--- config.mk ---
export PLATFORM = sky130hd
export DESIGN_NAME = exc_ctrl
export DESIGN_NICKNAME = d
export VERILOG_FILES = /design/src/rtl/exc_ctrl.sv
export SDC_FILE = /design/constraint.sdc
export NUM_CORES = 1
export LEC_CHECK = 0
export BUFFER_PORTS_ARGS = -buffer_cell sky130_fd_sc_hd__buf_2
export CAP_MARGIN = 20
export CORE_MARGIN = 10
export CORE_UTILIZATION = 44
export CTS_CLUSTER_DIAMETER = 80
export DETAILED_ROUTE_END_ITERATION = 10
export GPL_TIMING_DRIVEN = 1
export PLACE_DENSITY = 0.88
export SETUP_SLACK_MARGIN = 0.05
export SKIP_LAST_GASP = 1
export SYNTH_ARGS = -nofsm -noshare
export SYNTH_HDL_FRONTEND = slang
export SYNTH_SLANG_ARGS = --single-unit
--- constraint.sdc ---
create_clock -name clk -period 2.9 [get_ports clk]
set_input_delay 0.29 -clock clk [delete_from_list [all_inputs] [get_ports clk]]
set_output_delay 0.29 -clock clk [all_outputs]
set_load 0.05 [all_outputs]
--- src/rtl/exc_ctrl.sv ---
// Exception/ERET sequencer feeding CP0: qualifies EX-stage traps, pulses CP0, then redirects and flushes.
// Optional external interrupt support is enabled with `define EXC_IRQ_EN.
module exc_ctrl #(
    parameter int unsigned FLUSH_CYCLES  = 2,
    parameter logic [4:0]  CAUSE_SYSCALL = 5'd8,
    parameter logic [4:0]  CAUSE_BREAK   = 5'd9,
    parameter logic [4:0]  CAUSE_TEQ     = 5'd13,
    parameter logic [4:0]  CAUSE_INT     = 5'd0
) (
    input  logic        clk,
    input  logic        rst,
    input  logic        req_valid,
    input  logic        req_syscall,
    input  logic        req_break,
    input  logic        req_teq,
    input  logic        teq_cond,
    input  logic        req_eret,
    input  logic [31:0] req_pc,
    input  logic [31:0] status,
    input  logic [31:0] exc_addr,
`ifdef EXC_IRQ_EN
    input  logic        irq,
`endif
    output logic        exception,
    output logic        eret,
    output logic [4:0]  cause,
    output logic [31:0] epc,
    output logic        stall,
    output logic        flush,
    output logic        redirect_valid,
    output logic [31:0] redirect_pc
);

    typedef enum logic [1:0] {
        S_IDLE,
        S_COMMIT,
        S_REDIRECT,
        S_DRAIN
    } state_t;

    state_t      state_q;
    logic [3:0]  cnt_q;
    logic        exception_q;
    logic        eret_q;
    logic [4:0]  cause_q;
    logic [31:0] epc_q;
    logic        stall_q;
    logic        flush_q;
    logic        redirect_valid_q;
    logic [31:0] redirect_pc_q;

    logic        take_eret;
    logic        take_teq;
    logic        take_break;
    logic        take_sys;
    logic        take_sync;
    logic        take_trap;
    logic        take_irq;
    logic [4:0]  cause_d;

    logic        unused_status;
    assign unused_status = ^status[31:4];

`ifdef EXC_IRQ_EN
    logic       irq_s1_q;
    logic       irq_s2_q;
    logic       irq_prev_q;
    logic       irq_pending_q;
    logic       irq_rise;
    logic       irq_hit;

    assign irq_rise = irq_s2_q & ~irq_prev_q;
    // A rising edge seen this cycle is eligible immediately, without waiting for pending to register.
    assign irq_hit  = irq_pending_q | irq_rise;

    always_ff @(posedge clk or posedge rst) begin
        if (rst) begin
            irq_s1_q      <= 1'b0;
            irq_s2_q      <= 1'b0;
            irq_prev_q    <= 1'b0;
            irq_pending_q <= 1'b0;
        end else begin
            irq_s1_q      <= irq;
            irq_s2_q      <= irq_s1_q;
            irq_prev_q    <= irq_s2_q;
            irq_pending_q <= irq_hit & ~take_irq;
        end
    end
`endif

    always_comb begin
        take_eret  = req_valid & req_eret;
        take_teq   = req_valid & req_teq & teq_cond & status[0] & status[3];
        take_break = req_valid & req_break & status[0] & status[2];
        take_sys   = req_valid & req_syscall & status[0] & status[1];
        take_sync  = take_eret | take_teq | take_break | take_sys;
        take_irq   = 1'b0;
`ifdef EXC_IRQ_EN
        take_irq   = (state_q == S_IDLE) & req_valid & ~take_sync & status[0] & irq_hit;
`endif
        take_trap  = ~take_eret & (take_teq | take_break | take_sys | take_irq);
        if (take_teq) begin
            cause_d = CAUSE_TEQ;
        end else if (take_break) begin
            cause_d = CAUSE_BREAK;
        end else if (take_sys) begin
            cause_d = CAUSE_SYSCALL;
        end else begin
            cause_d = CAUSE_INT;
        end
    end

    always_ff @(posedge clk or posedge rst) begin
        if (rst) begin
            state_q          <= S_IDLE;
            cnt_q            <= '0;
            exception_q      <= 1'b0;
            eret_q           <= 1'b0;
            cause_q          <= '0;
            epc_q            <= '0;
            stall_q          <= 1'b0;
            flush_q          <= 1'b0;
            redirect_valid_q <= 1'b0;
            redirect_pc_q    <= '0;
        end else begin
            case (state_q)
                S_IDLE: begin
                    exception_q      <= 1'b0;
                    eret_q           <= 1'b0;
                    stall_q          <= 1'b0;
                    flush_q          <= 1'b0;
                    redirect_valid_q <= 1'b0;
                    if (take_eret) begin
                        eret_q  <= 1'b1;
                        stall_q <= 1'b1;
                        flush_q <= 1'b1;
                        state_q <= S_COMMIT;
                    end else if (take_trap) begin
                        exception_q <= 1'b1;
                        cause_q     <= cause_d;
                        epc_q       <= req_pc;
                        stall_q     <= 1'b1;
                        flush_q     <= 1'b1;
                        state_q     <= S_COMMIT;
                    end
                end
                S_COMMIT: begin
                    // CP0 presents EPC or handler address on exc_addr while eret/exception is high.
                    exception_q      <= 1'b0;
                    eret_q           <= 1'b0;
                    stall_q          <= 1'b0;
                    flush_q          <= 1'b1;
                    redirect_valid_q <= 1'b1;
                    redirect_pc_q    <= exc_addr;
                    state_q          <= S_REDIRECT;
                end
                S_REDIRECT: begin
                    redirect_valid_q <= 1'b0;
                    cnt_q            <= 4'(FLUSH_CYCLES - 1);
                    if (FLUSH_CYCLES > 1) begin
                        flush_q <= 1'b1;
                        state_q <= S_DRAIN;
                    end else begin
                        flush_q <= 1'b0;
                        state_q <= S_IDLE;
                    end
                end
                S_DRAIN: begin
                    cnt_q <= cnt_q - 4'd1;
                    if (cnt_q <= 4'd1) begin
                        flush_q <= 1'b0;
                        state_q <= S_IDLE;
                    end
                end
                default: state_q <= S_IDLE;
            endcase
        end
    end

    assign exception      = exception_q;
    assign eret           = eret_q;
    assign cause          = cause_q;
    assign epc            = epc_q;
    assign stall          = stall_q;
    assign flush          = flush_q;
    assign redirect_valid = redirect_valid_q;
    assign redirect_pc    = redirect_pc_q;

endmodule

==> metrics <==
Max Clock Freq 466 MHz; Area contributors post-synth dfrtp_1, mux2_2, ha_1, mux2_1, o21ai_0; Layout Skew around 7 ps; Tmin final 2150 ps; YS warnings 0; initial antenna violation count 0; max-slew violation count 0; CTS buffer count 9; share of cells above drive strength 1 62.3%; Die ar. 0.0110 mm²; CP Launch Type flip-flop; vias in the first global route 2,565; Post-Synth XOR/XNOR Area 0%; clock sinks 78; MaxCap Viol Count 0; top-area cell type share of the netlist area 61.2%; postcts setup bufs 0; maximum root-to-sink buffer count 2; Reg2Reg Setup Slack approximately 750 ps; FF+latch count, synth 78; status finished clean; Avg WL per Cell approximately 17 µm; Clock H-tree levels 3; Initial Util 46.1%; Vias/cell 4.86; chip height 105 µm; Area Overhead vs Synth 31.9%; antenna fix cells 0; Post-DP HPWL between 6 and 7 mm; sequential area share after synthesis 61.2%; largest net degree at the start of global routing 34; num rows 30; Mapped Area 0.00319 mm²; final hold violation count 0; Root Driver clkbuf_8; post-route setup TNS 0 ps; die width 105 µm; first-pass iteration count of the detailed router 4; Max-Slew Margin vs Limit 59.2%; # hold bufs at CTS 0; kind of end point of the critical path flip-flop; post-synthesis cell count 213; post-synthesis simple-gate area fraction 3.81%; largest family of logic cells by synthesized area multiplexers; Layout Nets roughly 480; adder-cell share of the synthesized area 3.14%; core area 0.00691 mm²; global-route wire length before repair 12.5 mm; Area after DPL roughly 0.0040 mm²; clk_lat worst skew 340 ps; Synth Area per Inst 15.0 µm²; post-route cell area 0.00420 mm²; Total Routed Length about 7.7 mm; CP arrival 2360 ps; io pins 178; Worst-Margin Slew a little over 600 ps; drt first-iter violations a little over 40; Port Buffers 147; vias between 2k and 2.5k; CP Class flip-flop to flip-flop; crit path max fanout 33; cell taking the most area after synthesis dfrtp_1; CTS clock-pin slew for the worst setup and hold paths 80 ps; Post-CTS Resized 0; DRT antenna net count 0; Synth Area in Compound Gates 5.30%; WP data required about 3100 ps; Cell variety after synth 30; CTS tree yes; gr usage total roughly 14%; GRT overflow 0; mux cell area share after synthesis about a quarter; worst min-delay path class input pin to async pin; period utilisation layout 74.0%; Final setup viols 0; gpl congestion a little over 0.8; RSZ-0062 raised after global routing no; detailed-route DRC error count 0
## layout make-up
class	instances	area [µm²]
Tap cell	96	120
Fill cell	570	2700
Sequential cell	78	1950
Multi-Input combinational cell	119	1140
Timing Repair Buffer	151	778
Clock buffer	10	138
Clock inverter	4	48.8
Inverter	7	26.3
## synth_stat cells, drive strengths merged
cell type,n
nand2b,1
dfrtp,78
nand4b,1
a211oi,1
a21oi,4
nand3b,1
ha,8
nor3,2
nor2b,2
clkbuf,2
a22oi,2
a21boi,1
or2b,1
conb,1
o31ai,2
o221ai,2
a32oi,1
nand3,2
or2,1
nand2,5
mux2,66
o21ai,9
nor2,5
inv,7
buf,8
## metrics by stage
stage          hold slack [ps]  util, %  worst slack, ps  instances
6_report                  16.9     60.9              753        465
3_5_place_dp               411     58.2              755        451
2_1_floorplan              425        -              615        214
5_1_grt                   47.6     60.9              615        465
3_3_place_gp               402     58.2              842        451
4_1_cts                   26.8     60.9              753        465
## routing by layer
metal | global-route usage (%) | share of wire (%)
met2 | 23.3 | 50
met4 | 5.98 | 1.3
met5 | 0 | 0
met3 | 6.33 | 10
met1 | 14.4 | 39
## cell families (layout without fill, tap and decap cells)
| logic type | count (synthesis) | after routing |
|---|---|---|
| DFF | 78 | 78 |
| muxes | 66 | 66 |
| AOI/OAI and AO/OA | 22 | 22 |
| and+or+nand+nor | 21 | 21 |
| buffers and inverters | 17 | 172 |
| adders and majority gates | 8 | 8 |
| other | 1 | 2 |
## final timing paths
| check | from | to | cells past startpoint |
|---|---|---|---|
| max | state_q[0]$_DFFE_PP0P_ | epc[0]$_DFFE_PP0P_ | 6 |
| min | rst | redirect_pc[10]$_DFFE_PP0P_ | 2 |
| max reg2reg | state_q[0]$_DFFE_PP0P_ | epc[0]$_DFFE_PP0P_ | 6 |
| min reg2reg | cause[3]$_DFFE_PP0P_ | cause[3]$_DFFE_PP0P_ | 1 |
| max in group asynchronous | rst | epc[6]$_DFFE_PP0P_ | 3 |
| min in group clk | req_pc[26] | epc[26]$_DFFE_PP0P_ | 2 |
## state kept, by name (all words and copies together), names as in the netlist, 2 cells and up
signal / count
redirect_pc: 32
epc: 32
cnt_q: 4
state_q: 2
cause: 3
## cell usage in the layout, fill, tap and decap left out, drive strengths merged, types with 2 or more instances in the layout
master and instances:
buf 151, dfrtp 78, mux2 66, clkbuf 10
o21ai 9, ha 8, inv 7, nand2 5
nor2 5, a21oi 4, clkinv 3, nand3 2
nor3 2, nor2b 2, o221ai 2, a22oi 2
conb 2, o31ai 2
## worst max-delay path: stages (launching register included)
cell and delay [ps]:
dfrtp_1 420, inv_1 140, ha_1 350, nand4b_4 180, a21oi_4 150, buf_4 380
mux2_2 390
Power is not shown: default switching activity piles up to over one toggle a cycle in this logic, so the estimate is an artifact.
